### config.mk
export PLATFORM = sky130hd
export DESIGN_NAME = pixel_coord_tagger_flat
export DESIGN_NICKNAME = d
export VERILOG_FILES = /design/src/rtl/pixel_pkg.sv /design/src/rtl/pixel_coord_tagger_if.sv /design/src/rtl/raster_counter.sv /design/src/rtl/pixel_coord_tagger.sv /design/src/flat_wrapper.sv
export SDC_FILE = /design/constraint.sdc
export NUM_CORES = 1
export LEC_CHECK = 0
export CAP_MARGIN = 25
export CORE_MARGIN = 4
export CORE_UTILIZATION = 30
export CTS_CLUSTER_DIAMETER = 50
export CTS_CLUSTER_SIZE = 24
export DETAILED_ROUTE_END_ITERATION = 12
export PLACE_DENSITY = 0.58
export REMOVE_ABC_BUFFERS = 1
export SYNTH_ARGS = -nofsm -noshare
export SYNTH_HDL_FRONTEND = slang
export SYNTH_SLANG_ARGS = --single-unit
### constraint.sdc
create_clock -name clk -period 4.3 [get_ports clk]
set_input_delay 1.29 -clock clk [delete_from_list [all_inputs] [get_ports clk]]
set_output_delay 1.29 -clock clk [all_outputs]
set_load 0.02 [all_outputs]
### src/rtl/pixel_pkg.sv
`default_nettype none
// ============================================================================
// Module   : pixel_pkg
// Purpose  : Shared definitions for the coordinate-tagged pixel bus. This
//            block and filter_grid both use this package, so they agree on
//            one packing of the bus.
// Contents : COORD_W, PIX_W  - field widths
//            tagged_pix_t    - {y, x, pix}, y in the MSBs
//            tag_state_e     - tagger FSM states
// Revision : 1.0 - initial release
// ============================================================================
package pixel_pkg;

  localparam int COORD_W = 11;
  localparam int PIX_W   = 12;

  typedef struct packed {
    logic [COORD_W-1:0] y;
    logic [COORD_W-1:0] x;
    logic [PIX_W-1:0]   pix;
  } tagged_pix_t;

  typedef enum logic [0:0] {
    IDLE   = 1'b0,
    ACTIVE = 1'b1
  } tag_state_e;

endpackage
`default_nettype wire

### src/rtl/pixel_coord_tagger_if.sv
`default_nettype none
// ============================================================================
// Module   : pixel_coord_tagger_if
// Purpose  : Groups the raw pixel stream and the tagged output bus of
//            pixel_coord_tagger.
// Signals  : sof, pix_valid, pix_in           - raw stream (source -> tagger)
//            data_out, data_valid, eol, eof   - tagged stream (tagger -> sink)
//            frame_err, busy                  - status (tagger -> sink)
// Modports : master - pixel source / observer side
//            slave  - the tagger itself
// Revision : 1.0 - initial release
// ============================================================================
interface pixel_coord_tagger_if;
  import pixel_pkg::*;

  logic             sof;
  logic             pix_valid;
  logic [PIX_W-1:0] pix_in;
  tagged_pix_t      data_out;
  logic             data_valid;
  logic             eol;
  logic             eof;
  logic             frame_err;
  logic             busy;

  modport master (
    output sof, pix_valid, pix_in,
    input  data_out, data_valid, eol, eof, frame_err, busy
  );

  modport slave (
    input  sof, pix_valid, pix_in,
    output data_out, data_valid, eol, eof, frame_err, busy
  );

endinterface
`default_nettype wire

### src/rtl/raster_counter.sv
`default_nettype none
// ============================================================================
// Module   : raster_counter
// Purpose  : x/y raster position counter. x wraps at LINE_LEN-1 and then
//            bumps y. Both fields wrap to zero after the last position.
// Ports    : clk, rst_n   - clock, async active-low reset
//            inc          - consume one position this cycle
//            clear        - restart at (0,0). When inc is also high, the
//                           (0,0) position is consumed in the same cycle.
//            x, y         - position the current cycle refers to (after clear)
//            at_eol       - x is the last column
//            at_eof       - x/y is the last position of the frame
// Revision : 1.0 - initial release
// ============================================================================
module raster_counter #(
  parameter int LINE_LEN  = 1280,
  parameter int NUM_LINES = 960,
  parameter int CNT_W     = 11
) (
  input  wire logic             clk,
  input  wire logic             rst_n,
  input  wire logic             inc,
  input  wire logic             clear,
  output      logic [CNT_W-1:0] x,
  output      logic [CNT_W-1:0] y,
  output      logic             at_eol,
  output      logic             at_eof
);

  localparam logic [CNT_W-1:0] X_MAX = CNT_W'(LINE_LEN - 1);
  localparam logic [CNT_W-1:0] Y_MAX = CNT_W'(NUM_LINES - 1);

  logic [CNT_W-1:0] x_q;
  logic [CNT_W-1:0] y_q;

  // clear takes effect in the same cycle, so a pixel that arrives together
  // with clear is tagged (0,0) rather than with the stale position.
  always_comb begin
    x      = clear ? '0 : x_q;
    y      = clear ? '0 : y_q;
    at_eol = (x == X_MAX);
    at_eof = at_eol && (y == Y_MAX);
  end

  always_ff @(posedge clk or negedge rst_n) begin
    if (!rst_n) begin
      x_q <= '0;
      y_q <= '0;
    end else if (inc) begin
      if (at_eol) begin
        x_q <= '0;
        y_q <= at_eof ? '0 : y + 1'b1;
      end else begin
        x_q <= x + 1'b1;
        y_q <= y;
      end
    end else if (clear) begin
      x_q <= '0;
      y_q <= '0;
    end
  end

endmodule
`default_nettype wire

### src/rtl/pixel_coord_tagger.sv
`default_nettype none
// ============================================================================
// Module   : pixel_coord_tagger
// Purpose  : Tags a raw pixel stream with its raster coordinate and emits
//            {y, x, pix} for filter_grid. One cycle latency, no backpressure.
// Ports    : clk          - system clock
//            rst_n        - asynchronous active-low reset
//            bus (slave)  - sof/pix_valid/pix_in in. data_out/data_valid/
//                           eol/eof/frame_err/busy out, all registered.
// Params   : IMG_W, IMG_H - active pixels per line / lines per frame
// Revision : 1.0 - initial release
// ============================================================================
module pixel_coord_tagger
  import pixel_pkg::*;
#(
  parameter int IMG_W = 1280,
  parameter int IMG_H = 960
) (
  input wire logic      clk,
  input wire logic      rst_n,
  pixel_coord_tagger_if.slave bus
);

  // Coordinates must never wrap inside a frame.
  if (IMG_W < 1 || IMG_W > (1 << COORD_W)) begin : g_bad_img_w
    $error("IMG_W does not fit the coordinate field");
  end
  if (IMG_H < 1 || IMG_H > (1 << COORD_W)) begin : g_bad_img_h
    $error("IMG_H does not fit the coordinate field");
  end

  tag_state_e         state;
  tag_state_e         next_state;
  logic               accept;
  logic               err;
  logic [COORD_W-1:0] x;
  logic [COORD_W-1:0] y;
  logic               at_eol;
  logic               at_eof;

  // sof always restarts the raster, both from IDLE and as a mid-frame abort.
  raster_counter #(
    .LINE_LEN  (IMG_W),
    .NUM_LINES (IMG_H),
    .CNT_W     (COORD_W)
  ) u_raster (
    .clk    (clk),
    .rst_n  (rst_n),
    .inc    (accept),
    .clear  (bus.sof),
    .x      (x),
    .y      (y),
    .at_eol (at_eol),
    .at_eof (at_eof)
  );

  // State register.
  always_ff @(posedge clk or negedge rst_n) begin
    if (!rst_n) state <= IDLE;
    else        state <= next_state;
  end

  // Next state. The last pixel of the frame returns to IDLE even if it
  // arrived with sof (a one-pixel frame).
  always_comb begin
    next_state = state;
    if (state == IDLE && bus.sof) next_state = ACTIVE;
    if (accept && at_eof)         next_state = IDLE;
  end

  // FSM outputs. A pixel is consumed in ACTIVE, or in IDLE when it arrives
  // together with sof.
  always_comb begin
    accept = bus.pix_valid && (state == ACTIVE || bus.sof);
    err    = bus.sof && (state == ACTIVE);
  end

  // Output register. data_out keeps its last value between valid beats.
  always_ff @(posedge clk or negedge rst_n) begin
    if (!rst_n) begin
      bus.data_out   <= '0;
      bus.data_valid <= 1'b0;
      bus.eol        <= 1'b0;
      bus.eof        <= 1'b0;
      bus.frame_err  <= 1'b0;
      bus.busy       <= 1'b0;
    end else begin
      bus.data_valid <= accept;
      bus.eol        <= accept && at_eol;
      bus.eof        <= accept && at_eof;
      bus.frame_err  <= err;
      bus.busy       <= (next_state == ACTIVE);
      if (accept) begin
        bus.data_out <= '{y: y, x: x, pix: bus.pix_in};
      end
    end
  end

endmodule
`default_nettype wire

### src/flat_wrapper.sv
// flat-port wrapper written by rule: the top's interface ports become plain ports
module pixel_coord_tagger_flat import pixel_pkg::*;
#(
  parameter int IMG_W = 1280,
  parameter int IMG_H = 960
)
  (clk, rst_n, bus_sof, bus_pix_valid, bus_pix_in, bus_data_out, bus_data_valid, bus_eol, bus_eof, bus_frame_err, bus_busy);
  pixel_coord_tagger_if bus_i ();
  input wire logic clk;
  input wire logic rst_n;
  input wire logic [$bits(bus_i.sof)-1:0] bus_sof;
  input wire logic [$bits(bus_i.pix_valid)-1:0] bus_pix_valid;
  input wire logic [$bits(bus_i.pix_in)-1:0] bus_pix_in;
  output wire logic [$bits(bus_i.data_out)-1:0] bus_data_out;
  output wire logic [$bits(bus_i.data_valid)-1:0] bus_data_valid;
  output wire logic [$bits(bus_i.eol)-1:0] bus_eol;
  output wire logic [$bits(bus_i.eof)-1:0] bus_eof;
  output wire logic [$bits(bus_i.frame_err)-1:0] bus_frame_err;
  output wire logic [$bits(bus_i.busy)-1:0] bus_busy;
  assign bus_i.sof = bus_sof;
  assign bus_i.pix_valid = bus_pix_valid;
  assign bus_i.pix_in = bus_pix_in;
  assign bus_data_out = bus_i.data_out;
  assign bus_data_valid = bus_i.data_valid;
  assign bus_eol = bus_i.eol;
  assign bus_eof = bus_i.eof;
  assign bus_frame_err = bus_i.frame_err;
  assign bus_busy = bus_i.busy;
  pixel_coord_tagger #(.IMG_W(IMG_W), .IMG_H(IMG_H)) u_core (.clk(clk), .rst_n(rst_n), .bus(bus_i));
endmodule
# == Yosys cells after proc, flatten, opt, wreduce, memory -nomap -nowiden ==
# Cells that the tools add are included.
# classes
add_sub_neg,2
mul,0
n_div,0
order_cmp,0
eq_ne,2
n_shift,0
n_mux,9
bitwise,1
n_reduce_logical,8
# op_table
op,n
two-way mux 11 bit,7
"adder 11 x 1 -> 11 bit, second input constant",2
"equality test 11 x 10 -> 1 bit, second input constant",1
"equality test 11 bit, second input constant",1
logical AND 1 bit,6
two-way mux 1 bit,2
nonzero test 2 bit,1
logical OR 1 bit,1
NOT 1 bit,1
# word_totals
ff_bits,61
latchBits,0
ramBits,0
romBits,0
in_bits,16
out_inout_bits,39
wordCells,32
memories,0

# == Logic depth before layout (Yosys ltp) ==
# Gate-level depths: netlist of run 1.
# logic_depth
word_depth,6
mapped_depth,10
depth_no_buf,8

# == Hierarchy ==
# From an unflattened synthesis of run 1, not the netlist that was laid out.
# unflattened
cells_unflattened,230
area_unflattened_um2,2788.9
# modules_own_cells
mod,n_inst,cells_per_inst,area_per_inst_um2,seq_area_each_um2
pixel_coord_tagger,1,85,1453.9,975.9
raster_counter,1,145,1335.0,550.5

# == Worst setup path before layout of run 1 ==
# Ideal clock, no wire load.
# synth_timing
path_type,in2reg
start,input bus_sof
end,register u_core.u_raster.y_q[3]
setup_ps,96
t_arrival_ps,2996
required_ps,4204
slack_ps,1209
cell_stages,9
n_path_buf,1
cell_sequence,clkbuf_1 -> nand2b_1 -> inv_1 -> ha_1 -> nand3_1 -> or4_4 -> nor4_1 -> a21oi_1 -> o32ai_2
# synth_via
elab_chain_cells,6
word_cells_on_any_way,11
cone_classes,add/sub: 1; eq/ne: 2; mux: 5; reduce/logical: 3
# synth_rtl
item,line_no,text
from (decl),flat_wrapper.sv:11,input wire logic [$bits(bus_i.sof)-1:0] bus_sof;
two-way mux 11 bit *,-,
net u_core.u_raster.x[0],raster_counter.sv:24,"output logic [CNT_W-1:0] x,"
equality test 11 bit *,raster_counter.sv:41,at_eol = (x == X_MAX);
logical AND 1 bit,raster_counter.sv:42,at_eof = at_eol && (y == Y_MAX);
two-way mux 11 bit,raster_counter.sv:52,y_q <= at_eof ? '0 : y + 1'b1;
two-way mux 11 bit *,raster_counter.sv:50,if (at_eol) begin
two-way mux 11 bit *,raster_counter.sv:49,end else if (inc) begin
to (signal assigned),raster_counter.sv:52,
to (signal assigned),raster_counter.sv:55,y_q <= y;
to (decl),raster_counter.sv:34,logic [CNT_W-1:0] y_q;
# Mark *: on every way through the listed nets, which the timed path passes. The rest lies on a longest branch.
# A chain may end at the register's enable or synchronous reset.

# == Worst setup path after layout of run 1 ==
# layout_timing
start,input bus_sof
end,register u_core.u_raster.y_q[9]
# Same word-level chain as after synthesis.

==> results of run 1 <==
logic make-up (layout without fill, tap and decap cells):
logic type | count (synthesis) | count (layout) | synth area share
muxes | 5 | 5 | 0.01959
adders and majority gates | 2 | 2 | 0.009110
AOI/OAI and AO/OA | 42 | 42 | 0.08793
xor gates and xnor gates | 9 | 9 | 0.02870
DFF | 61 | 61 | 0.5558
and+or+nand+nor | 150 | 150 | 0.2711
buffers and inverters | 20 | 86 | 0.02779
Yosys cell counts (all sizes together), types with 3 or more instances:
library cell,n
nand2,70
and2,3
xor2,4
nand3,14
nor2,12
nand4,7
nor2b,9
inv,6
clkbuf,11
nor3,6
xnor2,5
dfrtp,61
mux2,3
nand2b,16
nor4,4
a21oi,6
o21ai,26
routing by layer:
layer | vias to the layer above | track usage | wire, microns
met5 | - | 0 | 0
met4 | 0 | 0.06363 | 127
met3 | 13 | 0.03545 | 259
met2 | 40 | 0.2084 | 3073
met1 | 1082 | 0.1577 | 2817
li1 | 1097 | - | -
area by class of cell:
class | instances | area, sq um | share of cell area
well taps | 108 | 135.1 | 0.03681
clock inverters | 4 | 70.07 | 0.01909
multi-input cells | 208 | 1155 | 0.3146
flip-flops and latches | 61 | 1526 | 0.4158
clock buffers | 12 | 155.1 | 0.04226
inverters | 7 | 26.28 | 0.007157
repair buffers | 63 | 603.1 | 0.1643
through the flow:
| stage | area, sq um | TNS [ns] | total power [mW] |
|---|---|---|---|
| CTS | 3671 | 0 | 1.310 |
| floorplan | 2696 | -0.1581 | 0.6501 |
| global route | 3671 | 0 | 1.352 |
| global placement | 3446 | 0 | 0.7216 |
| finish | 3671 | 0 | 1.287 |
| detailed placement | 3446 | 0 | 0.7231 |
placed cells by master, fill, tap and decap left out, drive strengths merged, types with 2 or more instances in the layout:
cell / n
nor3: 6
and2: 3
inv: 6
nor2: 12
xor2: 4
bufinv: 2
a21oi: 6
o31ai: 2
mux2i: 2
clkbuf: 12
nor2b: 9
ha: 2
buf: 10
or3: 2
nand2: 70
o22ai: 2
o21a: 2
mux2: 3
nor4: 4
nand4: 7
dfrtp: 61
clkinv: 3
nand3: 14
clkdlybuf4s50: 53
xnor2: 5
o21ai: 26
nand2b: 16
or4: 2
worst max-delay path, delay by kind of cell:
kind                     cells  cell delay, ns
AO/OA/AOI/OAI                2            0.40
buffers and inverters        3            0.80
AND/OR/NAND/NOR              4            1.21
adder cells (fa/ha/maj)      1            0.21
power by group:
group | switching, mW | internal (mW)
clock network | 0.222 | 0.356
logic | 0.0623 | 0.0487
registers | 0.00877 | 0.589
how the worst max path moves through the flow:
stage	end	cells after the start	startpoint	slack [ns]
2_1_floorplan	u_core.u_raster.x_q[3]	5	bus_sof	-0.06
4_1_cts	u_core.u_raster.y_q[9]	10	bus_sof	0.64
6_report	u_core.u_raster.y_q[9]	10	bus_sof	0.65
5_1_grt	u_core.u_raster.y_q[8]	10	bus_sof	0.40
3_3_place_gp	u_core.u_raster.y_q[9]	10	bus_sof	0.37
3_5_place_dp	u_core.u_raster.y_q[9]	10	bus_sof	0.27
registers in the layout (all words and copies together) (netlist names):
signal and count:
u_core.bus.eof 1, u_core.bus.data_valid 1, u_core.bus.eol 1, u_core.bus.data_out 34, u_core.u_raster.x_q 11, u_core.bus.frame_err 1, u_core.u_raster.y_q 11, u_core.state 1
==> metrics.csv, run 1 <==
metric;value;unit
numCtsBuffers;9;
cts_tree;yes;
first_global_vias;2322;
clk_pin_slew;0.07;ns
p_leak;1.566;nW
reg2regPathDepth;8;
grt_max_degree;39;
fin_nets;368;
final_cell_count_no_fill;463;
cts.sinks;61;
clock.fmax;274.0;MHz
max_slew.worst_pin.slew;0.8357;ns
core-area;8806;sq um
track_usage;0.1285;
ys_seq_area_frac;0.5558;
post_cts_buffers;0;
max_stage_delay;0.72;ns
yosys_warnings;0;
dp_hpwl;4467;microns
synth_ff_type;dfrtp_1;
hold_class;flop to flop;
drc;0;
ioPinCount;55;
overflow;0;
firstDrtPassIters;4;
post_drt_via_cell_ratio;4.821;
pre_cts_slack;0.2673;ns
ctsHoldBuffers;0;
synthArstFlopShare;1.000;
crit_fanout;14;
fillerInstances;887;
start_util;0.3119;
period_share;0.8486;
gp_congestion;0.8503;
worst-setup-path-type;input port to flop;
area_growth;33.67;%
start_kind;input port;
port_buffers;54;
wl_per_cell;13.56;microns
grt_pass1_wl;11320;microns
h-tree-depth;3;
cp_cell_sequence;clkdlybuf4s50_1 -> buf_4 -> nand2b_1 -> inv_1 -> ha_1 -> nand4_1 -> nor4_4 -> nand3_1 -> a211o_1 -> o21ai_1;
synth_area;2746;sq um
postRouteAntennaNets;0;
r2r-end;u_core.u_raster.y_q[9];
report.final.slew_viol_count;0;
clkLatencyLatePin;0.34;ns
whs_endpoint;u_core.bus.data_out[4];
peakVddDrop;0.0001205;V
die_h;103.7;microns
fin_ws;0.6509;ns
yosysUniqueCellTypes;39;
required;4.57;ns
synth_edf_count;0;
routed_wl;6277;microns
synth_top_area_frac;0.5558;
status;finished, final reports clean;
synth-seq-cells;61;
utilization;0.4169;
r2r_start;u_core.u_raster.x_q[0];
slew_headroom;0.4428;
finalSetupViolCount;0;
critPathCaptureType;flop;
drive_gt1_frac;0.09296;
drv_cap;0;
hold_violations;0;
holdWs;0.4746;ns
ctsResizeCount;0;
drt_iter0_markers;61;
dr_total_vias;2232;
dpl.cell_count;447;
synthCells;289;
n_antenna_cell;0;
synth_top_area_cell;dfrtp_1;
arrival;3.92;ns
yosys-top-cells-area;dfrtp_1 56%, nand2_1 9.6%, o21ai_0 4.2%;
reg2reg_slack;1.99;ns
antenna_found_initial;0;
dieArea;10750;sq um
finClkSkew;0.005327;ns
rows;34;
ctsRootBufferMaster;clkbuf_8;
cp_slowest_cell;nor4_4;
period_needed;3.649;ns
hold_depth;2;
hold_start;u_core.bus.data_out[4];
dieWidth;103.7;microns
grt_setup_unrepaired;no;
p_per_area;350.6;nW/um^2
cts.path.max_buffers;2;
syn_avg_cell_area;9.503;sq um
(Power assumes the default switching activity.)
==> run 2, diff against run 1 <==
Settings changed: PLACE_DENSITY 0.58 to 0.6.
Clock period 4.3 ns to 3.27 ns, I/O delays scaled along.
==> metrics.csv, run 2 (synthesized netlist as in run 1, its figures left out) <==
metric;value;unit;change
status;finished, final reports clean;;unchanged
arrival;3.12;ns;was 3.92 ns
start_util;0.3119;;unchanged
slew_headroom;0.6027;;was 0.4428
drt_iter0_markers;75;;was 61
largest_register_ff_count;34;;unchanged
h-tree-depth;3;;unchanged
ctsHoldBuffers;0;;unchanged
utilization;0.4167;;was 0.4169
p_leak;1.573;nW;was 1.566 nW
ctsRootBufferMaster;clkbuf_8;;unchanged
dieWidth;103.7;microns;unchanged
first_global_vias;2298;;was 2322
track_usage;0.1303;;was 0.1285
port_buffers;54;;unchanged
hold_class;flop to flop;;unchanged
drv_cap;0;;unchanged
gp_congestion;0.8244;;was 0.8503
critPathCaptureType;flop;;unchanged
core-area;8806;sq um;unchanged
n_antenna_cell;0;;unchanged
layout_common_cells;70 x nand2_1, 61 x dfrtp_1, 53 x clkdlybuf4s50_1;;unchanged
start_kind;input port;;unchanged
antenna_found_initial;0;;unchanged
peakVddDrop;0.0001613;V;was 0.0001205 V
grt_max_degree;28;;was 39
worst-setup-path-type;input port to flop;;unchanged
drc;0;;unchanged
top_register;u_core.bus.data_out;;unchanged
grt_setup_unrepaired;no;;unchanged
crit_fanout;5;;was 14
cp_slowest_cell;or4_4;;was nor4_4
clock.fmax;346.7;MHz;
cts.sinks;61;;unchanged
dp_hpwl;4596;microns;was 4467 microns
die_h;103.7;microns;unchanged
numCtsBuffers;9;;unchanged
cp_cell_sequence;clkdlybuf4s50_1 -> nand2b_1 -> inv_1 -> ha_1 -> nand3_1 -> or4_4 -> nor4_1 -> a21oi_1 -> o32ai_2;;was clkdlybuf4s50_1 -> buf_4 -> nand2b_1 -> inv_1 -> ha_1 -> nand4_1 -> nor4_4 -> nand3_1 -> a211o_1 -> o21ai_1
required;3.51;ns;was 4.57 ns
holdWs;0.4726;ns;was 0.4746 ns
clk_pin_slew;0.07;ns;about the same
firstDrtPassIters;4;;unchanged
report.final.slew_viol_count;0;;unchanged
hold_violations;0;;unchanged
cts_tree;yes;;unchanged
dr_total_vias;2219;;was 2232
rows;34;;unchanged
finClkSkew;0.006457;ns;was 0.005327 ns
overflow;0;;unchanged
clkLatencyLatePin;0.33;ns;was 0.34 ns
period_share;0.8820;;
postRouteAntennaNets;0;;unchanged
ioPinCount;55;;unchanged
p_per_area;418.1;nW/um^2;was 350.6 nW/um^2
fin_nets;375;;was 368
post_drt_via_cell_ratio;4.721;;was 4.821
max_slew.worst_pin.slew;0.5959;ns;was 0.8357 ns
period_needed;2.884;ns;
grt_pass1_wl;11480;microns;was 11320 microns
dieArea;10750;sq um;unchanged
finalSetupViolCount;0;;unchanged
fillerInstances;864;;was 887
reg.largest.list;u_core.bus.data_out (34), u_core.u_raster.x_q (11), u_core.u_raster.y_q (11);;unchanged
drive_gt1_frac;0.1022;;was 0.09296
critPathTopFamily;simple AND/OR/NAND/NOR gates;;unchanged
seq_area;1526;sq um;unchanged
multi_input_area;1155;sq um;unchanged
cts.path.max_buffers;2;;unchanged
area_growth;33.62;%;was 33.67%
wl_per_cell;13.65;microns;was 13.56 microns
max_stage_delay;0.52;ns;was 0.72 ns
post_cts_buffers;0;;unchanged
ctsResizeCount;0;;unchanged
layout_commonest_cell;nand2_1;;unchanged
routed_wl;6417;microns;was 6277 microns
critPathBufInv;2;;was 3
[run 2: cell count changes in the layout (fill, tap and decap cells not counted), sizes merged]
cell / change
buf: +7
bufinv: -2
clkbuf: +3
clkinv: -1
[run 2: worst register-to-register path, stage by stage, from the launching register on]
cell,delay [ns]
dfrtp_1,0.46
or4b_4,0.54
or4_4,0.46
nor4_1,0.25
a21oi_1,0.08
o32ai_2,0.20
[run 2: path summary, 6_finish.rpt]
| check | from | to | slack [ns] | cells after the start |
|---|---|---|---|---|
| worst max-delay path | bus_sof | u_core.u_raster.y_q[3] | 0.39 | 9 |
| max in group asynchronous | rst_n | u_core.bus.data_out[8] | 1.94 | 2 |
| worst min register to register | u_core.bus.data_out[1] | u_core.bus.data_out[1] | 0.47 | 2 |
| worst max register to register | u_core.u_raster.x_q[8] | u_core.u_raster.y_q[3] | 1.20 | 5 |
| worst min-delay path | u_core.bus.data_out[1] | u_core.bus.data_out[1] | 0.47 | 2 |
| min in group asynchronous | rst_n | u_core.u_raster.x_q[10] | 0.65 | 1 |
[run 2: report_power, final]
| part | internal [mW] | total, mW | switching [mW] |
|---|---|---|---|
| registers | 0.775 | 0.786 | 0.0113 |
| logic | 0.0665 | 0.151 | 0.0850 |
| clock network | 0.317 | 0.597 | 0.280 |
[run 2: area by class of cell]
class,count,area share
Tap cell,108,0.03682
Clock buffer,15,0.04535
Inverter,7,0.007160
Timing Repair Buffer,70,0.1787
Clock inverter,1,0.001364
Multi-Input combinational cell,208,0.3147
Sequential cell,61,0.4160
[run 2: layer usage]
layer  track usage  up-vias  part of all wire
met4       0.03704        0            0.0089
met5             0        -                 0
met1        0.1648     1063              0.46
li1              -     1113                 -
met3       0.04167        6             0.042
met2        0.2145       37              0.49
[run 2: metrics by stage]
step	std cells	TNS, ns	cell area (sq um)	worst slack (ns)	total power [mW]
after CTS	470	0	3670	0.3910	1.560
after detailed placement	454	0	3498	0.05356	0.9555
after global routing	470	0	3670	0.2369	1.615
after global placement	454	0	3498	0.1557	0.9522
after floorplan	276	-14.16	2696	-0.7810	0.8548
final	470	0	3670	0.3858	1.534
==> run 3, diff against run 2 <==
Settings changed: CORE_ASPECT_RATIO from default to 1.5, PLACE_DENSITY 0.6 to 0.58, TNS_END_PERCENT from default to 20.
Clock period 3.27 ns to 3.5 ns, I/O delays scaled along.
==> metrics.csv, run 3 (synthesized netlist as in run 1, its figures left out) <==
metric;value;unit;change
worst-setup-path-type;input port to flop;;unchanged
finalSetupViolCount;0;;unchanged
track_usage;0.1352;;was 0.1303
clock.fmax;333.3;MHz;
start_kind;input port;;unchanged
ioPinCount;55;;unchanged
fin_nets;373;;was 375
crit_fanout;6;;was 5
critPathCaptureType;flop;;unchanged
dieArea;10780;sq um;was 10750 sq um
dieWidth;86.12;microns;was 103.7 microns
grt_pass1_wl;11460;microns;was 11480 microns
cp_cell_sequence;clkdlybuf4s50_1 -> nand2b_1 -> inv_1 -> ha_1 -> nand3_1 -> or4_4 -> nor4_1 -> a21oi_1 -> o32ai_2;;unchanged
dp_hpwl;4845;microns;was 4596 microns
max_slew.worst_pin.slew;0.7127;ns;was 0.5959 ns
period_needed;3.000;ns;
critPathTopFamily;simple AND/OR/NAND/NOR gates;;unchanged
cts.sinks;61;;unchanged
n_antenna_cell;0;;unchanged
max_stage_delay;0.52;ns;about the same
post_drt_via_cell_ratio;4.821;;was 4.721
clkLatencyLatePin;0.32;ns;was 0.33 ns
overflow;0;;unchanged
gp_congestion;0.8667;;was 0.8244
required;3.73;ns;was 3.51 ns
port_buffers;54;;unchanged
placed_area;3498;sq um;unchanged
period_share;0.8572;;
drv_cap;0;;unchanged
start_util;0.3092;;was 0.3119
first_global_vias;2336;;was 2298
holdWs;0.4699;ns;was 0.4726 ns
layout_commonest_cell;nand2_1;;unchanged
grt_max_degree;32;;was 28
cts_tree;yes;;unchanged
postRouteAntennaNets;0;;unchanged
power;1.699;mW;was 1.534 mW
largest_register_ff_count;34;;unchanged
wl_per_cell;14.16;microns;was 13.65 microns
hold_violations;0;;unchanged
grt_setup_unrepaired;no;;unchanged
drive_gt1_frac;0.1003;;was 0.1022
reg.largest.list;u_core.bus.data_out (34), u_core.u_raster.x_q (11), u_core.u_raster.y_q (11);;unchanged
critPathBufInv;2;;unchanged
clk_pin_slew;0.05;ns;was 0.07 ns
hold_class;flop to flop;;unchanged
peakVddDrop;0.0002318;V;was 0.0001613 V
antenna_found_initial;0;;unchanged
rows;42;;was 34
utilization;0.4253;;was 0.4167
drc;0;;unchanged
drt_iter0_markers;159;;was 75
slew_headroom;0.5249;;was 0.6027
ctsResizeCount;0;;unchanged
h-tree-depth;3;;unchanged
design_area;3777;sq um;was 3670 sq um
die_h;125.2;microns;was 103.7 microns
ctsHoldBuffers;0;;unchanged
dr_total_vias;2261;;was 2219
area_growth;37.54;%;was 33.62%
firstDrtPassIters;4;;unchanged
numCtsBuffers;9;;unchanged
report.final.slew_viol_count;0;;unchanged
finClkSkew;0.005464;ns;was 0.006457 ns
arrival;3.23;ns;was 3.12 ns
status;finished, final reports clean;;unchanged
ctsRootBufferMaster;clkbuf_16;;was clkbuf_8
core-area;8881;sq um;was 8806 sq um
p_per_area;449.7;nW/um^2;was 418.1 nW/um^2
p_leak;1.620;nW;was 1.573 nW
cp_slowest_cell;or4_4;;unchanged
top_register;u_core.bus.data_out;;unchanged
cts.path.max_buffers;2;;unchanged
layout_common_cells;70 x nand2_1, 61 x dfrtp_1, 53 x clkdlybuf4s50_1;;unchanged
routed_wl;6642;microns;was 6417 microns
post_cts_buffers;0;;unchanged
==> run 3: metrics by stage <==
stage / TNS, ns / setup WS [ns] / std cells
final: 0 / 0.4999 / 469
after global routing: 0 / 0.2577 / 469
after CTS: 0 / 0.5135 / 469
after detailed placement: 0 / 0.1844 / 454
after global placement: 0 / 0.2630 / 454
after floorplan: -10.29 / -0.6200 / 276
==> run 3: final cells by class <==
type	instances	area (sq um)
clock inverter	1	5.005
inverter	7	26.28
timing repair buffer	68	653.1
sequential	61	1526
tap	110	137.6
multi-input combinational	208	1155
clock buffer	14	274.0
fill	872	5104
==> run 3: power by group <==
part | switching [mW] | internal [mW]
clock network | 0.290 | 0.531
logic | 0.0786 | 0.0623
registers | 0.0110 | 0.725
==> run 3: tightest hold or removal path, stage by stage (launching register included) <==
cell     delay, ns
dfrtp_1       0.34
nand2_1       0.05
nand2_1       0.05
==> run 3: metal layers <==
metal | vias up | track usage | wire length (microns)
met3 | 9 | 0.03752 | 296
met2 | 49 | 0.2272 | 3552
met5 | - | 0 | 0
met1 | 1094 | 0.1566 | 2685
li1 | 1109 | - | -
met4 | 0 | 0.06337 | 108
==> run 3: worst paths after layout <==
kind / cells after the start / start / slack [ns] / endpoint
min in group asynchronous: 1 / rst_n / 0.78 / u_core.bus.data_out[22]
max in group asynchronous: 2 / rst_n / 2.11 / u_core.u_raster.y_q[7]
hold / removal: 2 / u_core.bus.data_out[0] / 0.47 / u_core.bus.data_out[0]
setup / recovery: 9 / bus_sof / 0.50 / u_core.u_raster.y_q[3]
setup reg to reg: 8 / u_core.u_raster.x_q[0] / 1.44 / u_core.u_raster.y_q[3]
hold reg to reg: 2 / u_core.bus.data_out[0] / 0.47 / u_core.bus.data_out[0]
